[config.mk]
export PLATFORM = sky130hd
export DESIGN_NAME = rtc_calendar_core
export DESIGN_NICKNAME = d
export VERILOG_FILES = /design/src/rtl/rtc_calendar_core.sv
export SDC_FILE = /design/constraint.sdc
export NUM_CORES = 1
export LEC_CHECK = 0
export CORE_MARGIN = 2
export CORE_UTILIZATION = 35
export DETAILED_ROUTE_END_ITERATION = 10
export PLACE_DENSITY = 0.5
export SLEW_MARGIN = 20
export SYNTH_ARGS = -nofsm -noshare
export SYNTH_HDL_FRONTEND = slang
export SYNTH_SLANG_ARGS = --single-unit
[constraint.sdc]
create_clock -name clk -period 8.5 [get_ports clk]
set_input_delay 1.275 -clock clk [delete_from_list [all_inputs] [get_ports clk]]
set_output_delay 1.275 -clock clk [all_outputs]
set_load 0.01 [all_outputs]
[src/rtl/rtc_calendar_core.sv]
// Calendar/timekeeping core: binary datetime registers advanced by an internal
// prescaled tick, with validated loading, 12/24h BCD output and hour:minute alarms.
module rtc_calendar_core #(
  parameter int unsigned F_CLK     = 50_000_000,
  parameter int unsigned F_FAST    = 10_000,
  parameter int unsigned YEAR_MIN  = 2000,
  parameter int unsigned YEAR_MAX  = 2099,
  parameter int unsigned NUM_ALARM = 2,
  localparam int unsigned AW = (NUM_ALARM > 1) ? $clog2(NUM_ALARM) : 1
) (
  input  logic                 clk,
  input  logic                 rst_n,
  input  logic                 en,
  input  logic                 fast,
  input  logic                 mode_12h,
  input  logic                 load_req,
  input  logic [5:0]           ld_sec,
  input  logic [5:0]           ld_min,
  input  logic [4:0]           ld_hour,
  input  logic [4:0]           ld_day,
  input  logic [3:0]           ld_mon,
  input  logic [13:0]          ld_year,
  output logic                 load_ack,
  output logic                 load_err,
  input  logic                 al_wr,
  input  logic [AW-1:0]        al_idx,
  input  logic                 al_en,
  input  logic [4:0]           al_hour,
  input  logic [5:0]           al_min,
  output logic [7:0]           sec_bcd,
  output logic [7:0]           min_bcd,
  output logic [7:0]           hour_bcd,
  output logic [7:0]           day_bcd,
  output logic [7:0]           mon_bcd,
  output logic [15:0]          year_bcd,
  output logic                 pm,
  output logic                 tick,
  output logic                 year_wrap,
  output logic [NUM_ALARM-1:0] alarm_hit
);

  localparam int unsigned PW       = (F_CLK > 1) ? $clog2(F_CLK) : 1;
  localparam int unsigned DIV_SLOW = F_CLK;
  localparam int unsigned DIV_FAST = F_CLK / F_FAST;

  function automatic logic is_leap(input logic [13:0] y);
    return (((y % 14'd4) == '0) && ((y % 14'd100) != '0)) || ((y % 14'd400) == '0);
  endfunction

  function automatic logic [4:0] month_len(input logic [3:0] m, input logic [13:0] y);
    case (m)
      4'd4, 4'd6, 4'd9, 4'd11: return 5'd30;
      4'd2:                    return is_leap(y) ? 5'd29 : 5'd28;
      default:                 return 5'd31;
    endcase
  endfunction

  function automatic logic [7:0] bcd2(input logic [6:0] v);
    return {4'(v / 7'd10), 4'(v % 7'd10)};
  endfunction

  logic [5:0]  sec_q, sec_d, min_q, min_d;
  logic [4:0]  hour_q, hour_d, day_q, day_d;
  logic [3:0]  mon_q, mon_d;
  logic [13:0] year_q, year_d;
  logic [PW-1:0] pre_q, pre_d;
  logic        fast_q, fast_vld_q;
  logic        tick_q, tick_d, wrap_q, wrap_d, ack_q, ack_d, err_q, err_d;
  logic [NUM_ALARM-1:0]      hit_q, hit_d, al_en_q, al_en_d;
  logic [NUM_ALARM-1:0][4:0] al_hour_q, al_hour_d;
  logic [NUM_ALARM-1:0][5:0] al_min_q, al_min_d;

  logic [5:0]  n_sec, n_min;
  logic [4:0]  n_hour, n_day;
  logic [3:0]  n_mon;
  logic [13:0] n_year;
  logic        n_wrap;
  logic        fast_chg, tick_int, tick_eff, ld_valid, load_ok;
  logic [PW-1:0] div_m1;
  logic [4:0]  hour_disp;

  // Carry chain for one-second advance, evaluated every cycle.
  always_comb begin
    n_sec  = sec_q;
    n_min  = min_q;
    n_hour = hour_q;
    n_day  = day_q;
    n_mon  = mon_q;
    n_year = year_q;
    n_wrap = 1'b0;
    if (sec_q >= 6'd59) begin
      n_sec = '0;
      if (min_q >= 6'd59) begin
        n_min = '0;
        if (hour_q >= 5'd23) begin
          n_hour = '0;
          if (day_q >= month_len(mon_q, year_q)) begin
            n_day = 5'd1;
            if (mon_q >= 4'd12) begin
              n_mon = 4'd1;
              if (year_q >= 14'(YEAR_MAX)) begin
                n_year = 14'(YEAR_MIN);
                n_wrap = 1'b1;
              end else begin
                n_year = year_q + 14'd1;
              end
            end else begin
              n_mon = mon_q + 4'd1;
            end
          end else begin
            n_day = day_q + 5'd1;
          end
        end else begin
          n_hour = hour_q + 5'd1;
        end
      end else begin
        n_min = min_q + 6'd1;
      end
    end else begin
      n_sec = sec_q + 6'd1;
    end
  end

  always_comb begin
    ld_valid = (ld_sec <= 6'd59) && (ld_min <= 6'd59) && (ld_hour <= 5'd23) &&
               (ld_mon >= 4'd1) && (ld_mon <= 4'd12) && (ld_day != '0) &&
               (ld_day <= month_len(ld_mon, ld_year)) &&
               (ld_year >= 14'(YEAR_MIN)) && (ld_year <= 14'(YEAR_MAX));
    load_ok  = load_req && ld_valid;
    // fast_q only becomes a valid reference one cycle after reset, so the
    // reset state of fast never counts as a change.
    fast_chg = fast_vld_q && (fast != fast_q);
    div_m1   = fast ? PW'(DIV_FAST - 1) : PW'(DIV_SLOW - 1);
    tick_int = en && !fast_chg && (pre_q == div_m1);
    tick_eff = tick_int && !load_ok;

    pre_d = pre_q;
    if (load_ok || fast_chg) pre_d = '0;
    else if (en)             pre_d = tick_int ? '0 : pre_q + PW'(1);

    sec_d  = sec_q;
    min_d  = min_q;
    hour_d = hour_q;
    day_d  = day_q;
    mon_d  = mon_q;
    year_d = year_q;
    if (load_ok) begin
      sec_d  = ld_sec;
      min_d  = ld_min;
      hour_d = ld_hour;
      day_d  = ld_day;
      mon_d  = ld_mon;
      year_d = ld_year;
    end else if (tick_eff) begin
      sec_d  = n_sec;
      min_d  = n_min;
      hour_d = n_hour;
      day_d  = n_day;
      mon_d  = n_mon;
      year_d = n_year;
    end

    tick_d = tick_eff;
    wrap_d = tick_eff && n_wrap;
    ack_d  = load_ok;
    err_d  = load_req && !ld_valid;

    al_en_d   = al_en_q;
    al_hour_d = al_hour_q;
    al_min_d  = al_min_q;
    hit_d     = '0;
    for (int unsigned i = 0; i < NUM_ALARM; i++) begin
      hit_d[i] = tick_eff && al_en_q[i] && (n_sec == '0) &&
                 (n_hour == al_hour_q[i]) && (n_min == al_min_q[i]);
      if (al_wr && (al_idx == AW'(i))) begin
        al_en_d[i]   = al_en;
        al_hour_d[i] = al_hour;
        al_min_d[i]  = al_min;
      end
    end
  end

  always_ff @(posedge clk or negedge rst_n) begin
    if (!rst_n) begin
      sec_q      <= '0;
      min_q      <= '0;
      hour_q     <= '0;
      day_q      <= 5'd1;
      mon_q      <= 4'd1;
      year_q     <= 14'(YEAR_MIN);
      pre_q      <= '0;
      fast_q     <= 1'b0;
      fast_vld_q <= 1'b0;
      tick_q     <= 1'b0;
      wrap_q     <= 1'b0;
      ack_q      <= 1'b0;
      err_q      <= 1'b0;
      hit_q      <= '0;
      al_en_q    <= '0;
      al_hour_q  <= '0;
      al_min_q   <= '0;
    end else begin
      sec_q      <= sec_d;
      min_q      <= min_d;
      hour_q     <= hour_d;
      day_q      <= day_d;
      mon_q      <= mon_d;
      year_q     <= year_d;
      pre_q      <= pre_d;
      fast_q     <= fast;
      fast_vld_q <= 1'b1;
      tick_q     <= tick_d;
      wrap_q     <= wrap_d;
      ack_q      <= ack_d;
      err_q      <= err_d;
      hit_q      <= hit_d;
      al_en_q    <= al_en_d;
      al_hour_q  <= al_hour_d;
      al_min_q   <= al_min_d;
    end
  end

  always_comb begin
    hour_disp = hour_q;
    if (mode_12h) begin
      if (hour_q == '0)        hour_disp = 5'd12;
      else if (hour_q > 5'd12) hour_disp = hour_q - 5'd12;
    end
  end

  assign sec_bcd   = bcd2({1'b0, sec_q});
  assign min_bcd   = bcd2({1'b0, min_q});
  assign hour_bcd  = bcd2({2'b0, hour_disp});
  assign day_bcd   = bcd2({2'b0, day_q});
  assign mon_bcd   = bcd2({3'b0, mon_q});
  assign year_bcd  = {4'(year_q / 14'd1000), 4'((year_q / 14'd100) % 14'd10),
                      4'((year_q / 14'd10) % 14'd10), 4'(year_q % 14'd10)};
  assign pm        = (hour_q >= 5'd12);
  assign tick      = tick_q;
  assign year_wrap = wrap_q;
  assign load_ack  = ack_q;
  assign load_err  = err_q;
  assign alarm_hit = hit_q;

endmodule

==> results of run 1 <==
[flip-flops by register name, indices dropped and copies added (netlist names)]
name and cells:
pre_q 26, year_q 14, al_min_q 12, al_hour_q 10, min_q 6, sec_q 6
day_q 5, hour_q 5, mon_q 4, al_en_q 2, alarm_hit 2, fast_q 1
fast_vld_q 1, load_ack 1, load_err 1, tick 1, year_wrap 1
[worst min-delay path by stage]
stage	cells past startpoint	slack [ns]	end
after floorplan	1	0.48	al_en_q[1]
after global placement	1	0.50	al_en_q[0]
after detailed placement	1	0.50	al_en_q[0]
after CTS	1	0.52	al_en_q[0]
after global routing	1	0.52	al_en_q[0]
final	1	0.51	al_en_q[0]
[critical path, cell delays in order (launching register included)]
cell	delay (ns)
dfstp_4	0.77
or4_1	0.22
o211ai_2	0.13
a221o_1	0.42
o41ai_4	0.48
nor3_1	0.11
buf_4	0.18
or3_4	0.47
a2111oi_4	0.38
o31ai_2	0.12
a31oi_4	0.27
nand2_2	0.13
o21ai_4	0.18
inv_2	0.12
xnor2_1	0.18
inv_1	0.12
ha_1	0.18
inv_1	0.04
a211oi_1	0.22
and4_4	0.28
o21a_1	0.17
nor2_1	0.08
ha_1	0.30
inv_1	0.06
a31oi_1	0.04
o22ai_1	0.12
clkdlybuf4s50_1	0.56
[metal layers]
layer,share of wire,vias to the layer above
li1,-,6286
met1,0.47,6124
met2,0.48,272
met3,0.031,51
met4,0.021,0
met5,0,-
[power breakdown]
| group | switching, W | internal, W |
|---|---|---|
| combinational | 0.000266 | 0.000236 |
| sequential | 0.0000308 | 0.000493 |
| clock | 0.000198 | 0.000204 |
| total | 0.000494 | 0.000933 |
[final cells by class]
type,instances,area share
Multi-Input combinational cell,1357,0.6375
Sequential cell,98,0.1722
Timing Repair Buffer,179,0.1135
Tap cell,455,0.03967
Inverter,66,0.01726
Clock buffer,9,0.01569
Clock inverter,7,0.004098
[synth_stat cells (16+ instances only)]
library cell,number
a211oi_1,19
a21oi_1,94
a31oi_1,31
and3_1,20
buf_4,16
clkbuf_1,66
dfrtp_1,90
ha_1,46
inv_1,60
mux2_2,29
mux2i_1,30
nand2_1,144
nand2b_1,16
nand3_1,58
nand4_1,21
nor2_1,146
nor2b_1,16
nor3_1,37
nor4_1,19
o211ai_1,28
o21a_1,21
o21ai_0,127
o22ai_1,21
or2_2,17
or3_1,27
xnor2_1,64
xor2_1,28
[per-stage QoR]
stage / TNS [ns] / std cells / hold slack (ns) / utilization
floorplan: 0 / 1634 / 0.4791 / -
global placement: 0 / 2151 / 0.4972 / 0.4026
detailed placement: -0.6667 / 2151 / 0.4967 / 0.4026
CTS: 0 / 2167 / 0.5154 / 0.4108
global route: -0.05507 / 2171 / 0.5208 / 0.4144
finish: 0 / 2171 / 0.5100 / 0.4144
[cell families after synthesis]
kind of cell	synth area share
adders and majority gates	0.05010
other	0.0006100
muxes	0.05396
buffers and inverters	0.06585
xor gates and xnor gates	0.07124
and+or+nand+nor	0.2366
AOI/OAI and AO/OA	0.3216
DFF	0.2000
[timing repair]
item                                   in CTS  in global routing
setup endpoints to repair                   0                 39
buffers inserted                            0                  4
endpoints found under the hold margin       0                  0
gates resized for setup                     0                 27
==> results_dict.tcl, run 1 <==
set metrics [dict create \
    grt-busiest-layer "met2" \
    diodes 0 \
    yosysSeqAreaShare 0.2000 \
    relSlewSlack 0.3293 \
    grt_max_degree 58 \
    timing.critical_path.from_type "flip-flop" \
    ios 123 \
    cts.sinks 98 \
    synth_cell_types 115 \
    fillers 3578 \
    powerDensity_mw_per_mm2 99.49 \
    ys.warnings.count 0 \
    dr_total_vias 12730 \
    use_met1 0.2862 \
    critPathLaunch "year_q[9]" \
    antenna_found_initial 0 \
    finalMaxSlewViolations 0 \
    syn_avg_cell_area_sq_um 7.572 \
    clock_latency_ns 0.35 \
    reg2reg_to "year_q[13]" \
    p_total_w 0.001428 \
    fin_crit_sh 0.9392 \
    syn2layout_area_growth_pct 16.55 \
    clkTransAtPathRegs_ns 0.08 \
    crit_arrival_ns 6.71 \
    clk_root_buffer_cell "clkbuf_16" \
    grt_pass1_vias 12140 \
    die_h_microns 191.6 \
    core_sq_mm 0.03463 \
    cts_tree "yes" \
    overflow 0 \
    synth_seq_cells 98 \
    cp_max_fo 27 \
    fin_crit_ns 7.983 \
    leakagePower_nw 5.518 \
    cap_violations 0 \
    async_flop_share 1.000 \
    setup_slack_ns 0.5169 \
    multi_input_area_sq_mm 0.009149 \
    cp-endpoint "year_bcd[6]" \
    r2r_cells 26 \
    wl_per_cell_microns 17.97 \
    status "completed" \
    dp_hpwl_mm 29.72 \
    timing.critical_path.to_type "output port" \
    peakVddDrop_v 0.00008882 \
    hp-class "reg -> reg" \
    drc 0 \
    seqCellArea_sq_mm 0.002471 \
    fmax_ghz 0.1253 \
    r2r_start "year_q[9]" \
    worst_slew_pin_slew_ns 0.9935 \
    track_usage 0.2102 \
    cts_buffers 9 \
    yosys.area.top_type_share 0.1829 \
    finalHoldViolCount 0 \
    synth_largest_area_cell "dfrtp_1" \
    fp.dieArea_sq_mm 0.03669 \
    grt_pass1_wl_mm 63.22 \
    synth-edff-count 0 \
    placed_area_sq_mm 0.01394 \
    netlist_instances 1626 \
    cp_data_required_time_ns 7.22 \
    final_cell_mix "145 x nor2_1, 144 x nand2_1, 123 x o21ai_0, 110 x clkdlybuf4s50_1, 92 x a21oi_1" \
    rows 68 \
    dr.pass1.iters 5 \
    drive_gt1_frac 0.1160 \
    gp_congestion 0.8662 \
    synth-main-ff-cell "dfrtp_1" \
    final_common_cell "nor2_1" \
    via_per_inst 5.865 \
    portBuffers 113 \
    fin_area_sq_mm 0.01435 \
    final_nets 1817 \
    clock_skew_ns 0.009152 \
    setup_violations 0 \
    wl_mm 39.01 \
    drt_iter0_drc 760 \
    synth_area_leaders "dfrtp_1 18%, o21ai_0 5.2%, ha_1 4.7%, xnor2_1 4.6%, nor2_1 4.5%" \
    die_w_microns 191.6 \
    path_class "reg -> out" \
    syn_area_sq_mm 0.01231 \
    met3_usage 0.01377 \
    final_antenna_net_count 0 \
    reg2reg_slack_ns 1.15 \
    pre_cts_ws_ns -0.1772 \
    clock_path_buffers 2 \
    start_util 0.3555 \
    min_from "al_en_q[0]" \
    use_met2 0.3559 \
    h-tree-depth 3 \
    holdBufCountCts 0 \
]
Note: power is estimated with default switching activity, not from simulation.
==> inputs of run 2 (changes only) <==
--- a/config.mk
+++ b/config.mk
@@ -8,6 +8,7 @@
 export CORE_MARGIN = 2
 export CORE_UTILIZATION = 35
 export DETAILED_ROUTE_END_ITERATION = 10
+export GPL_TIMING_DRIVEN = 0
 export PLACE_DENSITY = 0.5
 export SLEW_MARGIN = 20
 export SYNTH_ARGS = -nofsm -noshare
==> results_dict.tcl, run 2 (synthesis results as in run 1) <==
set metrics [dict create \
    r2r_cells 28 \
    peakVddDrop_v 0.00007877 \
    final_cell_mix "144 x nor2_1, 143 x nand2_1, 120 x o21ai_0, 107 x clkdlybuf4s50_1, 90 x dfrtp_1" \
    cts_tree "yes" \
    top_register "pre_q" \
    holdBufCountCts 0 \
    timing.critical_path.to_type "flip-flop" \
    cp-endpoint "pre_q[22]" \
    clock_latency_ns 0.36 \
    final_nets 1877 \
    largest_register_ffs 26 \
    pre_cts_ws_ns -1.692 \
    leakagePower_nw 5.621 \
    cts.sinks 98 \
    cpMostUsedCell "a21oi_2" \
    cp_data_required_time_ns 8.78 \
    h-tree-depth 3 \
    reg2reg_to "year_q[10]" \
    fin_crit_sh 0.9477 \
    wl_per_cell_microns 18.55 \
    ios 123 \
    grt_max_degree 60 \
    crit_cells 33 \
    wl_mm 41.40 \
    relSlewSlack 0.3642 \
    clk_root_buffer_cell "clkbuf_16" \
    finalMaxSlewViolations 0 \
    clock_path_buffers 2 \
    drc 0 \
    fp.dieArea_sq_mm 0.03669 \
    clock_skew_ns 0.01117 \
    min_path_cells 1 \
    dr_total_vias 13120 \
    finish.utilization 0.4252 \
    clkTransAtPathRegs_ns 0.07 \
    die_w_microns 191.6 \
    timing.critical_path.from_type "input port" \
    antenna_found_initial 2 \
    drt_iter0_drc 874 \
    track_usage 0.2238 \
    syn2layout_area_growth_pct 19.58 \
    path_delay_family "compound AO/OA/AOI/OAI gates" \
    setup_slack_ns 0.4443 \
    cp_max_fo 10 \
    overflow 0 \
    crit_arrival_ns 8.34 \
    path_class "in -> reg" \
    hp-class "reg -> reg" \
    finalHoldViolCount 0 \
    critPathLaunch "ld_year[11]" \
    cap_violations 0 \
    dr.pass1.iters 5 \
    fin_area_sq_mm 0.01472 \
    gp_congestion 0.8649 \
    largestRegisters "pre_q x26, year_q x14, al_min_q x12" \
    start_util 0.3555 \
    powerDensity_mw_per_mm2 98.60 \
    final_antenna_net_count 0 \
    die_h_microns 191.6 \
    cts_buffers 9 \
    core_sq_mm 0.03463 \
    portBuffers 109 \
    via_per_inst 5.878 \
    worst_slew_pin_slew_ns 0.9417 \
    status "completed" \
    fin_crit_ns 8.056 \
    drive_gt1_frac 0.1250 \
    final_common_cell "nor2_1" \
    r2r_start "year_q[9]" \
    cpMaxStageDelayCell "clkdlybuf4s50_1" \
    slowest_delay_ns 0.56 \
    grt_pass1_wl_mm 66.67 \
    dp_hpwl_mm 32.10 \
    reg2reg_slack_ns 0.75 \
    setup_violations 0 \
    rows 68 \
    fmax_ghz 0.1241 \
    timing.critical_path.buf_inv 4 \
    placed_area_sq_mm 0.01403 \
    grt_pass1_vias 12450 \
]
[run 2: cell types whose count changed in the layout (fill, tap and decap cells not counted), sizes merged]
cell,before,now
buf,67,65
clkbuf,9,76
clkdlybuf4s50,110,107
clkinvlp,1,2
dlymetal6s2s,2,1
inv,66,64
diode,0,1
[run 2: per-stage QoR]
stage | instances | power [W] | TNS [ns] | hold slack [ns]
after global routing | 2231 | 0.001539 | -0.008170 | 0.5301
after floorplan | 1634 | 0.0008443 | 0 | 0.4791
after CTS | 2221 | 0.001429 | 0 | 0.5225
after detailed placement | 2199 | 0.0009959 | -67.07 | 0.5055
after global placement | 2198 | 0.0009902 | -70.37 | 0.5031
final | 2232 | 0.001452 | 0 | 0.5169
[run 2: layout make-up]
| cell class | instances | area (sq um) |
|---|---|---|
| Timing Repair Buffer | 127 | 1250 |
| Fill cell | 3539 | 19910 |
| Multi-Input combinational cell | 1357 | 9330 |
| Sequential cell | 98 | 2462 |
| Clock inverter | 6 | 50.05 |
| Inverter | 66 | 254.0 |
| Buffer | 112 | 575.6 |
| Antenna cell | 1 | 2.502 |
| Clock buffer | 10 | 229.0 |
| Tap cell | 455 | 569.3 |
[run 2: worst register-to-register path, delay by kind of cell (launching register included)]
family	cells	cell delay (ns)
AO/OA/AOI/OAI	12	3.50
AND/OR/NAND/NOR	9	2.32
buffers and inverters	4	0.73
flip-flops	1	0.53
XOR/XNOR	2	0.31
adder cells (fa/ha/maj)	1	0.28
[run 2: metal layers]
| metal | wire length [microns] | GRT usage | up-vias | part of all wire |
|---|---|---|---|---|
| met5 | 16 | 0 | - | 0.00039 |
| li1 | - | - | 6405 | - |
| met2 | 20100 | 0.3823 | 309 | 0.49 |
| met3 | 1482 | 0.02276 | 46 | 0.036 |
| met4 | 783 | 0.05917 | 2 | 0.019 |
| met1 | 19020 | 0.3000 | 6357 | 0.46 |
[run 2: power by group]
part	internal (W)	switching, W	total (W)	leakage (nW)
combinational	0.000247	0.000288	0.000535	4.24
clock	0.000203	0.000196	0.000398	0.135
sequential	0.000494	0.0000245	0.000518	1.25
[run 2: worst min path at each step]
stage	startpoint	endpoint
after floorplan	al_en_q[1]	al_en_q[1]
after global placement	al_en_q[1]	al_en_q[1]
after detailed placement	al_en_q[0]	al_en_q[0]
after CTS	al_en_q[0]	al_en_q[0]
after global routing	al_en_q[1]	al_en_q[1]
final	al_en_q[0]	al_en_q[0]
[run 2: repair_timing]
action                                  in CTS  in global routing
pin swaps                                    6                  6
endpoints found under the setup margin      66                 44
setup buffers                                6                 11
resized for setup                           32                 45
==> inputs of run 3 (changes only) <==
--- a/config.mk
+++ b/config.mk
@@ -10,6 +10,7 @@
 export DETAILED_ROUTE_END_ITERATION = 10
 export GPL_TIMING_DRIVEN = 0
 export PLACE_DENSITY = 0.5
+export SKIP_CTS_REPAIR_TIMING = 1
 export SLEW_MARGIN = 20
 export SYNTH_ARGS = -nofsm -noshare
 export SYNTH_HDL_FRONTEND = slang
==> results_dict.tcl, run 3 (synthesis results as in run 1) <==
set metrics [dict create \
    drc 0 \
    cpMostUsedCell "a21oi_1" \
    cts.sinks 98 \
    finalHoldViolCount 0 \
    dr_total_vias 13090 \
    largestRegisters "pre_q x26, year_q x14, al_min_q x12" \
    fillers 3537 \
    gp_congestion 0.8649 \
    via_per_inst 5.877 \
    met2_wirelength_mm 20.10 \
    peakVddDrop_v 0.00007915 \
    cp-endpoint "pre_q[22]" \
    setup_slack_ns 0.4042 \
    start_util 0.3555 \
    top_layer_used "met5" \
    slowest_delay_ns 0.43 \
    status "completed" \
    grt_max_degree 60 \
    largest_register_ffs 26 \
    antenna_found_initial 2 \
    wl_per_cell_microns 18.59 \
    timing.critical_path.to_type "flip-flop" \
    syn2layout_area_growth_pct 19.36 \
    clock_path_buffers 2 \
    clock_skew_ns 0.01060 \
    p_total_w 0.001450 \
    powerDensity_mw_per_mm2 98.64 \
    final_nets 1873 \
    drive_gt1_frac 0.1230 \
    overflow 0 \
    hp-class "reg -> reg" \
    core_sq_mm 0.03463 \
    crit_arrival_ns 8.38 \
    met1Wirelength_mm 18.94 \
    dp_hpwl_mm 32.10 \
    cpMaxStageDelayCell "clkdlybuf4s50_1" \
    seqCellArea_sq_mm 0.002462 \
    cts_buffers 9 \
    fin_area_sq_mm 0.01470 \
    h-tree-depth 3 \
    r2r_cells 28 \
    leakagePower_nw 5.586 \
    finalMaxSlewViolations 0 \
    min_from "al_en_q[0]" \
    relSlewSlack 0.3689 \
    ios 123 \
    cp_data_required_time_ns 8.78 \
    fp.dieArea_sq_mm 0.03669 \
    final_antenna_net_count 0 \
    critPathLaunch "ld_year[12]" \
    reg2reg_to "year_q[10]" \
    clock_latency_ns 0.36 \
    fin_crit_sh 0.9524 \
    fmax_ghz 0.1235 \
    portBuffers 109 \
    cts_tree "yes" \
    clk_root_buffer_cell "clkbuf_16" \
    grt_pass1_wl_mm 66.36 \
    rows 68 \
    totalNegativeSetupSlack_ns 0 \
    top_register "pre_q" \
    r2r_start "year_q[9]" \
    path_class "in -> reg" \
    finish.utilization 0.4244 \
    drt_iter0_drc 946 \
    placed_area_sq_mm 0.01403 \
    pre_cts_ws_ns -1.692 \
    wl_met3_mm 1.605 \
    fin_crit_ns 8.096 \
    clkTransAtPathRegs_ns 0.07 \
    multi_input_area_sq_mm 0.009346 \
    setup_violations 0 \
    final_common_cell "nor2_1" \
    die_w_microns 191.6 \
    reg2reg_slack_ns 0.70 \
    wl_mm 41.41 \
    worst_slew_pin_slew_ns 0.9348 \
    track_usage 0.2230 \
    timing.critical_path.from_type "input port" \
    dr.pass1.iters 5 \
    die_h_microns 191.6 \
    cp_max_fo 10 \
    cap_violations 0 \
    final_cell_mix "145 x nor2_1, 143 x nand2_1, 119 x o21ai_0, 107 x clkdlybuf4s50_1" \
    grt_pass1_vias 12380 \
]
[run 3: changes by cell type in the layout (fill, tap and decap cells not counted), sizes merged]
| cell | delta |
|---|---|
| buf | -6 |
| a211oi | +1 |
| clkbuf | +1 |
[run 3: through the flow]
stage / hold WS (ns) / instances
after floorplan: 0.4791 / 1634
after global placement: 0.5031 / 2198
after detailed placement: 0.5055 / 2199
after CTS: 0.5225 / 2215
after global routing: 0.5301 / 2227
final: 0.5168 / 2228
[run 3: worst max-delay path, delay by kind of cell]
| kind | cells | cell delay, ns |
|---|---|---|
| compound gates | 15 | 3.00 |
| xor+xnor | 1 | 0.27 |
| fa+ha+maj | 1 | 0.18 |
| buf+inv | 4 | 0.97 |
| simple gates | 12 | 2.68 |
[run 3: worst min path at each step]
stage            endpoint  slack, ns  cells past startpoint
2_1_floorplan  al_en_q[1]       0.48                      1
3_3_place_gp   al_en_q[1]       0.50                      1
5_1_grt        al_en_q[1]       0.53                      1
3_5_place_dp   al_en_q[0]       0.51                      1
4_1_cts        al_en_q[0]       0.52                      1
6_report       al_en_q[0]       0.52                      1
[run 3: report_power, final]
part	internal, W	total, W	switching (W)
Clock	0.000203	0.000399	0.000196
Combinational	0.000241	0.000533	0.000291
Sequential	0.000494	0.000518	0.0000246
Total	0.000937	0.00145	0.000512
[run 3: final cells by class]
class | instances | share of cell area
clock buffers | 10 | 0.01558
clock inverters | 6 | 0.003406
repair buffers | 121 | 0.08199
flip-flops and latches | 98 | 0.1676
plain buffers | 113 | 0.03925
well taps | 455 | 0.03874
diodes | 1 | 0.0001703
inverters | 66 | 0.01728
multi-input cells | 1358 | 0.6360
[run 3: routing by layer]
layer	vias to the layer above	global-route usage
met2	333	0.3810
met3	42	0.02258
met1	6311	0.2995
li1	6406	-
met5	-	0
met4	2	0.05710
